$ cat config.mk
export PLATFORM = sky130hd
export DESIGN_NAME = uart_pixel_loader
export DESIGN_NICKNAME = d
export VERILOG_FILES = /design/src/rtl/uart_pixel_loader_pkg.sv /design/src/rtl/uart_pixel_loader_byte_timeout.sv /design/src/rtl/uart_pixel_loader.sv
export SDC_FILE = /design/constraint.sdc
export NUM_CORES = 1
export LEC_CHECK = 0
export CORE_ASPECT_RATIO = 1.2
export CORE_MARGIN = 8
export CORE_UTILIZATION = 42
export DETAILED_ROUTE_END_ITERATION = 8
export DONT_BUFFER_PORTS = 1
export SLEW_MARGIN = 20
export SYNTH_ARGS = -nofsm -noshare
export SYNTH_HDL_FRONTEND = slang
export SYNTH_SLANG_ARGS = --single-unit
$ cat constraint.sdc
create_clock -name clk -period 5.8 [get_ports clk]
set_input_delay 1.16 -clock clk [delete_from_list [all_inputs] [get_ports clk]]
set_output_delay 1.16 -clock clk [all_outputs]
set_load 0.01 [all_outputs]
$ cat src/rtl/uart_pixel_loader_pkg.sv
// Shared definitions for the image write path: loader states, default sizes
// and RGB565 field positions used by both the loader and the grayscale reader.
package uart_pixel_loader_pkg;

   typedef enum logic [1:0] {
      WAIT_HI = 2'd0,
      WAIT_LO = 2'd1,
      DONE    = 2'd2
   } load_state_e;

   localparam int ADDR_W_DEF      = 18;
   localparam int TIMEOUT_CYC_DEF = 100000;

   localparam int RGB_R_MSB = 15;
   localparam int RGB_R_LSB = 11;
   localparam int RGB_G_MSB = 10;
   localparam int RGB_G_LSB = 5;
   localparam int RGB_B_MSB = 4;
   localparam int RGB_B_LSB = 0;

   // Pixels arrive big-endian: first byte on the wire is the upper half.
   function automatic logic [15:0] rgb565_pack(input logic [7:0] hi_byte,
                                               input logic [7:0] lo_byte);
      return {hi_byte, lo_byte};
   endfunction

endpackage

$ cat src/rtl/uart_pixel_loader_byte_timeout.sv
// Loadable down-counter with synchronous clear and count enable; expire is
// high while enabled with the count at zero.
module uart_pixel_loader_byte_timeout #(
   parameter int CNT_W = 17
) (
   input  logic             clk,
   input  logic             rst_n,
   input  logic             clr,
   input  logic             load,
   input  logic             en,
   input  logic [CNT_W-1:0] load_val,
   output logic             expire
);

   logic [CNT_W-1:0] cnt_q;
   logic [CNT_W-1:0] cnt_d;

   always_comb begin
      cnt_d = cnt_q;
      if (clr) begin
         cnt_d = '0;
      end else if (load) begin
         cnt_d = load_val;
      end else if (en && (cnt_q != '0)) begin
         cnt_d = cnt_q - 1'b1;
      end
   end

   assign expire = en && !clr && !load && (cnt_q == '0);

   always_ff @(posedge clk or negedge rst_n) begin
      if (!rst_n) begin
         cnt_q <= '0;
      end else begin
         cnt_q <= cnt_d;
      end
   end

endmodule

$ cat src/rtl/uart_pixel_loader.sv
// Pairs UART bytes into RGB565 pixels and writes them to sequential image RAM
// addresses, resynchronising on an inter-byte timeout and holding once full.
//
// state   | meaning
// WAIT_HI | idle, next byte is a pixel's high byte
// WAIT_LO | high byte held, waiting for low byte or timeout
// DONE    | frame full, bytes ignored until clr or reset
module uart_pixel_loader
   import uart_pixel_loader_pkg::*;
#(
   parameter int ADDR_W      = ADDR_W_DEF,
   parameter int TIMEOUT_CYC = TIMEOUT_CYC_DEF
) (
   input  logic              clk,
   input  logic              rst_n,
   input  logic              clr,
   input  logic              rx_valid,
   input  logic [7:0]        rx_data,
   output logic              wr_en,
   output logic [ADDR_W-1:0] wr_addr,
   output logic [15:0]       wr_data,
   output logic              load_done,
   output logic              sync_err
);

   localparam int CNT_W = (TIMEOUT_CYC > 2) ? $clog2(TIMEOUT_CYC) : 1;

   load_state_e       state_q, state_d;
   logic [ADDR_W-1:0] addr_q, addr_d;
   logic [7:0]        hi_q, hi_d;
   logic              wr_en_q, wr_en_d;
   logic [ADDR_W-1:0] wr_addr_q, wr_addr_d;
   logic [15:0]       wr_data_q, wr_data_d;
   logic              done_q, done_d;
   logic              sync_err_q, sync_err_d;

   logic tmo_load;
   logic tmo_en;
   logic tmo_expire;

   assign tmo_load = !clr && (state_q == WAIT_HI) && rx_valid;
   assign tmo_en   = !clr && (state_q == WAIT_LO) && !rx_valid;

   uart_pixel_loader_byte_timeout #(
      .CNT_W (CNT_W)
   ) u_byte_timeout (
      .clk      (clk),
      .rst_n    (rst_n),
      .clr      (clr),
      .load     (tmo_load),
      .en       (tmo_en),
      .load_val (CNT_W'(TIMEOUT_CYC - 1)),
      .expire   (tmo_expire)
   );

   always_comb begin
      state_d    = state_q;
      addr_d     = addr_q;
      hi_d       = hi_q;
      wr_en_d    = 1'b0;
      wr_addr_d  = wr_addr_q;
      wr_data_d  = wr_data_q;
      done_d     = done_q;
      sync_err_d = 1'b0;
      if (clr) begin
         state_d = WAIT_HI;
         addr_d  = '0;
         done_d  = 1'b0;
      end else begin
         case (state_q)
            WAIT_HI: begin
               if (rx_valid) begin
                  hi_d    = rx_data;
                  state_d = WAIT_LO;
               end
            end
            WAIT_LO: begin
               // A byte landing on the expiry cycle still wins over the timeout.
               if (rx_valid) begin
                  wr_en_d   = 1'b1;
                  wr_addr_d = addr_q;
                  wr_data_d = rgb565_pack(hi_q, rx_data);
                  if (addr_q == {ADDR_W{1'b1}}) begin
                     state_d = DONE;
                     done_d  = 1'b1;
                  end else begin
                     addr_d  = addr_q + 1'b1;
                     state_d = WAIT_HI;
                  end
               end else if (tmo_expire) begin
                  state_d    = WAIT_HI;
                  sync_err_d = 1'b1;
               end
            end
            DONE: begin
               done_d = 1'b1;
            end
            default: begin
               state_d = WAIT_HI;
            end
         endcase
      end
   end

   always_ff @(posedge clk or negedge rst_n) begin
      if (!rst_n) begin
         state_q    <= WAIT_HI;
         addr_q     <= '0;
         hi_q       <= '0;
         wr_en_q    <= 1'b0;
         wr_addr_q  <= '0;
         wr_data_q  <= '0;
         done_q     <= 1'b0;
         sync_err_q <= 1'b0;
      end else begin
         state_q    <= state_d;
         addr_q     <= addr_d;
         hi_q       <= hi_d;
         wr_en_q    <= wr_en_d;
         wr_addr_q  <= wr_addr_d;
         wr_data_q  <= wr_data_d;
         done_q     <= done_d;
         sync_err_q <= sync_err_d;
      end
   end

   assign wr_en     = wr_en_q;
   assign wr_addr   = wr_addr_q;
   assign wr_data   = wr_data_q;
   assign load_done = done_q;
   assign sync_err  = sync_err_q;

endmodule

## Yosys cells after proc, flatten, opt, wreduce, memory -nomap -nowiden

Cells that the tools add are included.

| cells by class | value |
|---|---|
| $add $sub $neg | 2 |
| $mul | 0 |
| divide/modulo/power cells | 0 |
| order comparisons | 0 |
| equal/unequal tests | 9 |
| shift operators | 0 |
| multiplexer cells | 24 |
| bitwise logic cells | 1 |
| reduce and logical (&&, ||, !) cells | 23 |

Operator list:

| kind | number |
|---|---|
| two-way mux 18 bit | 4 |
| two-way mux 17 bit | 3 |
| adder 18 x 1 -> 18 bit (second input constant) | 1 |
| equality test 18 bit (second input constant) | 1 |
| logical NOT 17 bit | 1 |
| nonzero test 17 bit | 1 |
| subtractor 17 x 1 -> 17 bit (second input constant) | 1 |
| AND reduction 3 bit | 5 |
| two-way mux 1 bit | 10 |
| two-way mux 2 bit | 5 |
| logical AND 1 bit | 8 |
| != test 3 bit (second input constant) | 2 |
| case mux 2 bit (3 select lines) | 1 |
| nonzero test 3 bit | 2 |
| != test 2 bit (second input constant) | 2 |
| != test 4 bit (second input constant) | 1 |
| nonzero test 2 bit | 2 |
| logical NOT 1 bit | 3 |
| != test 3 x 2 -> 1 bit (second input constant) | 1 |
| equality test 2 x 1 -> 1 bit (second input constant) | 1 |
| equality test 2 bit (second input constant) | 1 |
| logical NOT 2 bit | 1 |
| case mux 1 bit (2 select lines) | 1 |
| NOT 1 bit | 1 |

| storage, ports and cells | value |
|---|---|
| register bits | 82 |
| latch bits | 0 |
| memory bits (writable) | 0 |
| bits in read-only memories | 0 |
| input bits | 12 |
| output and inout port bits | 37 |
| logic and storage cells | 68 |
| memories | 0 |

## Logic depth before layout (Yosys ltp)

Gate-level depths: netlist of the first run.

| depth | value |
|---|---|
| word-level depth | 10 |
| gate-level depth with buffers | 8 |
| gate-level depth less buffers | 7 |

## Hierarchy

A second synthesis of the first run with hierarchy kept.

| second synthesis, totals | value |
|---|---|
| cell total of the unflattened synthesis | 346 |
| area total of the unflattened synthesis | 4070.2 um2 |

Modules (own cells, without submodules):

| module | instances | cells each | area an instance (um2) | seq. area each (um2) |
|---|---|---|---|---|
| uart_pixel_loader | 1 | 225 | 2971.6 | 1626.6 |
| uart_pixel_loader_byte_timeout | 1 | 121 | 1098.6 | 425.4 |

## Worst setup path after synthesis of the first run

OpenSTA, ideal clock, no wires.

| timing | value |
|---|---|
| path type | input -> register |
| start | input port clr |
| end | register wr_addr_q[4] (netlist: wr_addr[4]) |
| library setup time | 0.127 ns |
| arrival | 2.391 ns |
| data required time | 5.673 ns |
| path slack | 3.281 ns |
| stages | 4 |
| buffers on the path | 2 |
| cells stage by stage | buf_2 > nor2_1 > clkbuf_1 > mux2_1 |

| on the way | value |
|---|---|
| cells in the longest elaborated chain, start to end | 2 |

Ends and longest elaborated chain:

| element | line | source |
|---|---|---|
| start: declaration | uart_pixel_loader.sv:16 | `input logic clr,` |
| NOT 1 bit (no source line) | n/a |  |
| AND reduction 3 bit (no source line) | n/a |  |
| end signal: assignment | uart_pixel_loader.sv:120 | `wr_addr_q <= wr_addr_d;` |
| end: declaration | uart_pixel_loader.sv:32 | `logic [ADDR_W-1:0] wr_addr_q, wr_addr_d;` |

Every way passes these cells.
A chain may end at the register's enable or synchronous reset.

## Final worst setup path of the first run

| timing | value |
|---|---|
| start | input port rx_valid |
| end | register wr_data_q[15] (netlist: wr_data[15]) |

| on the way | value |
|---|---|
| cells in the longest elaborated chain, start to end | 1 |

Ends and longest elaborated chain:

| element | line | source |
|---|---|---|
| start: declaration | uart_pixel_loader.sv:17 | `input logic rx_valid,` |
| AND reduction 3 bit (no source line) | n/a |  |
| end signal: assignment | uart_pixel_loader.sv:121 | `wr_data_q <= wr_data_d;` |
| end: declaration | uart_pixel_loader.sv:33 | `logic [15:0] wr_data_q, wr_data_d;` |

Every way passes these cells.

==> flow_summary_export.csv, run 1 <==
group,metric,value,unit
routing,drc,0,
synth,synthCells,330,
timing,min_period_over_period,0.400,
place,io_buffers,0,
cts,post-cts-setup-buffers,0,
power_and_ir_drop,p_int,0.844,mW
place,hpwlAfterDp,5010,µm
cts,cts.sinks,82,
synth,synth_area_per_cell,11.3,µm²
routing,vias,2435,
place,dp_slack,3.09,ns
hold_path,worstHoldPathType,"register to register",
power_and_ir_drop,p_leak,1.73,nW
timing,rsz0062_at_grt,"no",
timing,fin_skew,0.0143,ns
die,die_h,119,µm
die,num_rows,37,
timing,worst_slew_pin_slew,1.02,ns
place,placed_cell_area,3830,µm²
global_routing,grt_pass1_wl,12100,µm
die,core-area,8610,µm²
timing,clock.fmax,0.431,GHz
hold_path,hold-path-cell-count,2,
routing,dr.pass1.iters,4,
cts,cts_tree,"built",
layout,register_area,2050,µm²
global_routing,grt_max_degree,83,
timing,timing.final.ws_setup,3.48,ns
critical_path,end_kind,"register",
layout,multi_input_area,1600,µm²
routing,routed_wl,7330,µm
power_and_ir_drop,p_per_area,293,nW/µm²
synth,synth.ff_latch_count,82,
run_status,outcome,"completed",
power_and_ir_drop,p_clk_frac,0.319,
synth,synthArstFlopShare,1.00,
hold_path,hold_end,"hi_q[2]",
layout,nNetsFinal,343,
power_and_ir_drop,comb_power_share,0.089,
die,io_pins,49,
critical_path,start_kind,"input pin",
timing,period_minus_slack,2.32,ns
global_routing,grt.busiest_layer,"met2",
critical_path,crit_fanout,35,
place,place.gp.congestion,0.820,
critical_path,timing.rr.end,"u_byte_timeout.cnt_q[16]",
critical_path,r2r_setup_slack,3.65,ns
power_and_ir_drop,switching_share,0.282,
routing,vias_per_cell,5.40,
timing,final_hold_viol_count,0,
layout,final_cell_area,4020,µm²
job,maxCapViolations,0,
synth,synth_nets,344,
timing,slew_headroom,0.320,
die,initial_core_util,0.432,
cts,cts_resized,0,
timing,setup_viol,0,
layout,n_antenna_cell,0,
routing,postRouteAntennaNets,0,
global_routing,gr-usage-met1,0.150,
critical_path,r2r_start,"u_byte_timeout.cnt_q[9]",
die,die_w,102,µm
cts,htree_levels,3,
global_routing,antenna_found_initial,0,
synth,yosys.area.top_type,"dfrtp_1",
global_routing,grt_pass1_vias,2408,
power_and_ir_drop,p_sw,0.331,mW
synth,yosys_warnings,0,
power_and_ir_drop,fin_total_pwr,1.18,mW
power_and_ir_drop,p_seq_frac,0.592,
cts,cts_buffer_depth,2,
layout,syn2layout_area_growth,7.87,%
layout,drive_above_1_share,0.0778,
global_routing,use_met3,0.0431,
power_and_ir_drop,ir_drop,110,µV
critical_path,reg2regPathDepth,5,
timing,fin_setup_tns,0,ns
synth,seq_area_frac_synth,0.551,
critical_path,cp.required,6.03,ns
routing,wl_per_cell,16.3,µm
hold_path,hold_path_startpoint,"hi_q[2]",
synth,synthTopCellsByArea,"dfrtp_1 55%, mux2_1 10%, xnor2_1 6.4%, nand2_1 3.6%, nor2_1 3.2%",
cts,numCtsBuffers,9,
critical_path,crit_arrival,2.55,ns
synth,synth_top_area_frac,0.551,
global_routing,globalRouteTotalUtil,0.125,
cts,cts_hold_buf,0,
die,dieArea,12100,µm²
synth,synth_edf_count,0,
synth,yosysUniqueCellTypes,43,
global_routing,grtUsageMet2,0.198,
layout,fillers,818,
synth,yosysMostFrequentCell,"dfrtp_1",
critical_path,critical_path_class,"input pin to register",
synth,ys_top_cells_by_count,"82 x dfrtp_1, 36 x nand2_1, 34 x mux2_1",
cts,path_clk_slew,0.09,ns
global_routing,overflow,0,
synth,synthFlopType,"dfrtp_1",
cts,cts_root_buf,"clkbuf_8",
synth,synth_area,3720,µm²
routing,drtIter0Drc,71,
timing,drv_slew,0,
cts,worst_skew_pair.late_latency,0.36,ns
## cells in the final DEF (no fill, tap or decap), drive strengths merged, types with 2 or more instances in the layout
cell      count
o211ai        4
mux2         34
xor2          3
inv          10
nor3b         2
nand3        11
nor2         32
a211oi        6
a21oi         8
clkinv        2
clkinvlp      2
dfrtp        82
a2111oi       5
and4          6
nor3          8
nor4          8
or3           3
nand2        36
clkbuf       10
ha            2
nand2b        2
o21ai         8
or2           4
or4           3
nand4         5
xnor2        27
## worst max path at each step
stage | end | cells after the start | start
after detailed placement | wr_addr[16] | 3 | rx_valid
after CTS | wr_data[15] | 3 | rx_valid
after global routing | wr_data[7] | 3 | rx_valid
after global placement | u_byte_timeout.cnt_q[6] | 5 | rx_valid
final | wr_data[15] | 3 | rx_valid
after floorplan | wr_addr[4] | 4 | clr
## registers in the layout (all words and copies together) (netlist names)
name and cells:
wr_data 16, load_done 1, state_q 2, wr_addr 18, wr_en 1, sync_err 1, u_byte_timeout.cnt_q 17, hi_q 8
addr_q 18
## per-layer routing
metal  share of wire  vias up
met5               0        -
met1            0.44     1213
met4           0.018        0
met2            0.47       50
li1                -     1162
met3           0.070       10
## logic make-up (layout without fill, tap and decap cells)
family / after synthesis / after routing / share of synthesized area
compound gates: 34 / 34 / 0.0602
xor+xnor: 30 / 30 / 0.0706
fa+ha+maj: 2 / 2 / 0.00672
buf+inv: 21 / 25 / 0.0218
flops: 82 / 82 / 0.551
mux: 35 / 35 / 0.106
simple gates: 126 / 126 / 0.184
## critical path, cell delays in order
cell and delay [ns]:
nand3b_1 0.15, nor2_4 0.81, mux2_1 0.39
## through the flow
step	util	hold WS (ns)	std cells
after floorplan	-	0.442	330
after global placement	0.445	0.453	435
after detailed placement	0.445	0.460	435
after CTS	0.466	0.473	451
after global routing	0.466	0.464	451
final	0.466	0.477	451
## power by group through the flow
stage / Combinational [mW] / Clock, mW / Sequential, mW
6_report: 0.104 / 0.375 / 0.696
5_1_grt: 0.118 / 0.417 / 0.705
3_3_place_gp: 0.102 / 0 / 0.707
2_1_floorplan: 0.0928 / 0 / 0.692
4_1_cts: 0.106 / 0.390 / 0.698
3_5_place_dp: 0.106 / 0 / 0.709
## cell type report
| class | count | share of cell area |
|---|---|---|
| well taps | 117 | 0.0365 |
| clock buffers | 10 | 0.0318 |
| repair buffers | 1 | 0.00187 |
| clock inverters | 6 | 0.0125 |
| flip-flops and latches | 82 | 0.511 |
| inverters | 8 | 0.00748 |
| multi-input cells | 227 | 0.399 |
Power figures use the tool's default switching activity.
==> inputs of run 2 (changes only) <==
==> constraint.sdc (replaced) <==
create_clock -name clk -period 2.45 [get_ports clk]
set_input_delay 0.49 -clock clk [delete_from_list [all_inputs] [get_ports clk]]
set_output_delay 0.49 -clock clk [all_outputs]
set_load 0.01 [all_outputs]
==> run 2 against run 1 <==
  * Sequential power increased by 140%
  * Combinational power increased to 2.9 times the previous value
  * Sequential cell count unchanged
  * Sequential share of layout area decreased by 1.5 points
  * Largest power group unchanged
  * Register-to-register slack got worse by 3.3 ns
==> flow_summary_export.csv, run 2 (synthesis gave the netlist of run 1 again) <==
group,metric,value,unit
run_status,outcome,"completed",
die,initial_core_util,0.432,
layout,n_antenna_cell,0,
place,dp_slack,0.353,ns
timing,fin_skew,0.00615,ns
critical_path,critPathSlowestCell,"or4_4",
layout,final_cell_mix,"82 x dfrtp_1, 36 x nand2_1, 34 x mux2_1",
timing,clock.fmax,0.475,GHz
routing,drc,0,
hold_path,worstHoldPathType,"input pin to asynchronous set/reset pin",
cts,cts.sinks,82,
job,maxCapViolations,0,
die,io_pins,49,
global_routing,grt_pass1_vias,2587,
place,io_buffers,0,
cts,numCtsBuffers,9,
timing,min_period_over_period,0.859,
timing,slew_headroom,0.643,
cts,cts_buffer_depth,2,
timing,final_hold_viol_count,0,
cts,cts_resized,0,
timing,timing.final.ws_setup,0.346,ns
timing,fin_setup_tns,0,ns
die,die_h,119,µm
critical_path,crit_family,"simple AND/OR/NAND/NOR gates",
layout,nNetsFinal,350,
critical_path,timing.critical_path.mode_cell,"or4_4",
cts,path_clk_slew,0.08,ns
layout,final_common_cell,"dfrtp_1",
critical_path,reg2regPathDepth,5,
critical_path,cp.required,2.70,ns
power_and_ir_drop,p_leak,1.79,nW
critical_path,crit_chain,"or4_4 -> or4_4 -> nor4_2 -> nand2_1 -> a31o_1",
critical_path,crit_cells,5,
routing,postRouteAntennaNets,0,
cts,cts_root_buf,"clkbuf_8",
timing,worst_slew_pin_slew,0.521,ns
global_routing,grt_pass1_wl,12900,µm
place,hpwlAfterDp,5180,µm
global_routing,antenna_found_initial,0,
layout,syn2layout_area_growth,11.1,%
cts,cts_tree,"built",
die,core-area,8610,µm²
cts,worst_skew_pair.late_latency,0.35,ns
die,dieArea,12100,µm²
routing,drtIter0Drc,93,
critical_path,end_kind,"register",
routing,vias,2484,
critical_path,critical_path_class,"register to register",
critical_path,crit_fanout,5,
die,num_rows,37,
power_and_ir_drop,ir_drop,318,µV
routing,dr.pass1.iters,4,
critical_path,cpPeakStageDelay,0.57,ns
timing,period_minus_slack,2.10,ns
critical_path,crit_buf_inv,0,
layout,drive_above_1_share,0.0938,
die,die_w,102,µm
timing,setup_viol,0,
critical_path,crit_arrival,2.36,ns
timing,rsz0062_at_grt,"no",
timing,drv_slew,0,
place,place.gp.congestion,0.896,
routing,wl_per_cell,16.6,µm
layout,final_core_util,0.480,
routing,routed_wl,7600,µm
routing,vias_per_cell,5.42,
global_routing,grt_max_degree,83,
critical_path,start_kind,"register",
global_routing,globalRouteTotalUtil,0.134,
global_routing,overflow,0,
power_and_ir_drop,p_per_area,729,nW/µm²
cts,htree_levels,3,
-- run 2: power breakdown --
| part | leakage [nW] | total, mW | switching [mW] | internal, mW |
|---|---|---|---|---|
| logic | 0.601 | 0.298 | 0.154 | 0.144 |
| registers | 1.09 | 1.65 | 0.153 | 1.49 |
| clock network | 0.103 | 1.07 | 0.495 | 0.576 |
-- run 2: final timing paths --
check / endpoint / slack [ns] / start
worst max-delay path: u_byte_timeout.cnt_q[16] / 0.35 / u_byte_timeout.cnt_q[9]
worst min-delay path: hi_q[6] / 0.006 / rst_n
min in group clk: addr_q[4] / 0.20 / clr
worst max register to register: u_byte_timeout.cnt_q[16] / 0.35 / u_byte_timeout.cnt_q[9]
max in group asynchronous: u_byte_timeout.cnt_q[5] / 2.08 / rst_n
worst min register to register: hi_q[7] / 0.48 / hi_q[7]
-- run 2: routing by layer --
metal	part of all wire	vias to the layer above	global-route usage
met2	0.49	73	0.213
met1	0.42	1222	0.163
met4	0.020	0	0.0662
met5	0	-	0
met3	0.073	12	0.0373
li1	-	1177	-
-- run 2: through the flow --
stage,std cells,hold WS [ns],power (mW),instance area [µm²]
global route,458,0.0381,3.16,4130
finish,458,0.00566,3.01,4130
floorplan,330,0.194,1.86,3720
detailed placement,441,0.199,1.95,3890
global placement,441,0.199,1.93,3890
CTS,458,0.0429,3.05,4130
-- run 2: worst reg2reg max path: stages (launching register included) --
cell and delay (ns):
dfrtp_1 0.42, or4_4 0.57, or4_4 0.45, nor4_2 0.25, nand2_1 0.09, a31o_1 0.23
-- run 2: cell type report --
type                    count  area, µm²
multi-input cells         227       1600
well taps                 117        146
fillers                   812       4480
flip-flops and latches     82       2050
repair buffers              8       92.6
clock inverters             6       88.8
clock buffers              10        128
inverters                   8       30.0
-- run 2: what timing repair did --
action                    4_1_cts  5_1_grt
hold buffers                    1        0
hold endpoints to repair       82        0
setup buffers                   0        0
==> inputs of run 3 (changes only) <==
--- a/config.mk
+++ b/config.mk
@@ -10,6 +10,7 @@
 export CORE_UTILIZATION = 42
 export DETAILED_ROUTE_END_ITERATION = 8
 export DONT_BUFFER_PORTS = 1
+export MAX_ROUTING_LAYER = met4
 export SLEW_MARGIN = 20
 export SYNTH_ARGS = -nofsm -noshare
 export SYNTH_HDL_FRONTEND = slang
==> run 3 against run 2 <==
  * Utilization is the same
  * Worst setup slack gained 0.0018 ns
  * Critical path depth is the same
  * Sequential power is essentially flat
  * Sequential cell count is the same
  * Maximum frequency is essentially flat
  * Critical path type unchanged
  * Highest routed layer unchanged
  * Register-to-register slack is essentially flat
  * Total power is essentially flat
  * Via count shrank 1.1%
  * Die area is the same
  * Final cell count is the same
  * Worst hold slack gained 0.00070 ns
==> flow_summary_export.csv, run 3 (synthesis gave the netlist of run 1 again) <==
group,metric,value,unit
power_and_ir_drop,p_sw,0.800,mW
die,initial_core_util,0.432,
die,num_rows,37,
timing,period_minus_slack,2.10,ns
die,die_w,102,µm
die,io_pins,49,
routing,dr.pass1.iters,4,
layout,final_cell_area,4130,µm²
timing,clock.fmax,0.476,GHz
critical_path,r2r_start,"u_byte_timeout.cnt_q[9]",
critical_path,end_kind,"register",
timing,drv_slew,0,
power_and_ir_drop,ir_drop,319,µV
job,maxCapViolations,0,
power_and_ir_drop,comb_power_share,0.099,
critical_path,cp.required,2.70,ns
global_routing,antenna_found_initial,0,
routing,vias,2457,
cts,cts_root_buf,"clkbuf_8",
power_and_ir_drop,fin_total_pwr,3.01,mW
power_and_ir_drop,switching_share,0.266,
timing,setup_viol,0,
cts,worst_skew_pair.late_latency,0.35,ns
die,dieArea,12100,µm²
timing,whs,0.00636,ns
cts,cts_tree,"built",
timing,min_period_over_period,0.858,
cts,numCtsBuffers,9,
critical_path,crit_fanout,5,
layout,nNetsFinal,350,
layout,drive_above_1_share,0.0938,
routing,drtIter0Drc,116,
layout,final_common_cell,"dfrtp_1",
place,dp_cells,441,
routing,drc,0,
power_and_ir_drop,p_per_area,729,nW/µm²
cts,path_clk_slew,0.08,ns
place,hpwlAfterDp,5180,µm
die,core-area,8610,µm²
place,placed_cell_area,3890,µm²
global_routing,grt_pass1_wl,13000,µm
power_and_ir_drop,p_clk_frac,0.355,
power_and_ir_drop,p_int,2.21,mW
critical_path,critical_path_class,"register to register",
layout,multi_input_area,1600,µm²
timing,final_hold_viol_count,0,
timing,timing.final.ws_setup,0.348,ns
layout,final_core_util,0.480,
timing,slew_headroom,0.644,
place,place.gp.congestion,0.911,
power_and_ir_drop,p_leak,1.79,nW
layout,register_area,2050,µm²
global_routing,overflow,0,
power_and_ir_drop,p_seq_frac,0.546,
routing,vias_per_cell,5.36,
cts,cts_resized,0,
critical_path,start_kind,"register",
cts,htree_levels,3,
timing,rsz0062_at_grt,"no",
global_routing,grt_max_degree,83,
layout,final_cells,458,
cts,cts.sinks,82,
routing,routed_wl,7580,µm
timing,worst_slew_pin_slew,0.521,ns
routing,postRouteAntennaNets,0,
routing,wl_per_cell,16.6,µm
place,io_buffers,0,
hold_path,worstHoldPathType,"input pin to asynchronous set/reset pin",
critical_path,timing.critical_path.from,"u_byte_timeout.cnt_q[9]",
timing,fin_skew,0.00747,ns
layout,n_antenna_cell,0,
place,dp_slack,0.353,ns
cts,post-cts-setup-buffers,0,
layout,syn2layout_area_growth,11.1,%
layout,final_cell_mix,"82 x dfrtp_1, 36 x nand2_1, 34 x mux2_1",
cts,cts_hold_buf,1,
timing,fin_setup_tns,0,ns
layout,fillers,812,
global_routing,grt_pass1_vias,2578,
cts,cts_buffer_depth,2,
critical_path,crit_arrival,2.35,ns
global_routing,globalRouteTotalUtil,0.138,
die,die_h,119,µm
run_status,outcome,"completed",
## run 3: cell counts in the layout (fill, tap and decap cells not counted)
Identical to the previous run, type by type.
## run 3: layer usage
layer / track usage / part of all wire / vias up
met2: 0.213 / 0.49 / 63
met3: 0.0420 / 0.070 / 12
met1: 0.164 / 0.43 / 1207
met4: 0.0580 / 0.017 / 0
li1: - / - / 1175
met5: - / 0 / -
## run 3: final timing paths
path | to | slack (ns) | depth (start not counted)
max | u_byte_timeout.cnt_q[16] | 0.35 | 5
min in group clk | addr_q[4] | 0.21 | 1
max reg2reg | u_byte_timeout.cnt_q[16] | 0.35 | 5
min | hi_q[6] | 0.006 | 1
min reg2reg | hi_q[7] | 0.48 | 2
max in group asynchronous | u_byte_timeout.cnt_q[5] | 2.07 | 1
## run 3: power groups by stage
stage                     clock, mW  sequential (mW)  combinational, mW
after detailed placement          0             1.68              0.270
after floorplan                   0             1.64              0.220
after CTS                      1.10             1.65              0.305
after global routing           1.16             1.67              0.341
after global placement            0             1.67              0.259
final                          1.07             1.65              0.298
## run 3: final cells by class
type                            instances  share of cell area
Clock inverter                          6              0.0215
Inverter                                8             0.00726
Timing Repair Buffer                    8              0.0224
Sequential cell                        82               0.496
Tap cell                              117              0.0354
Clock buffer                           10              0.0309
Multi-Input combinational cell        227               0.386
## run 3: critical path, stage by stage (launching register included)
cell	delay [ns]
dfrtp_1	0.42
or4_4	0.57
or4_4	0.44
nor4_2	0.25
nand2_1	0.09
a31o_1	0.22
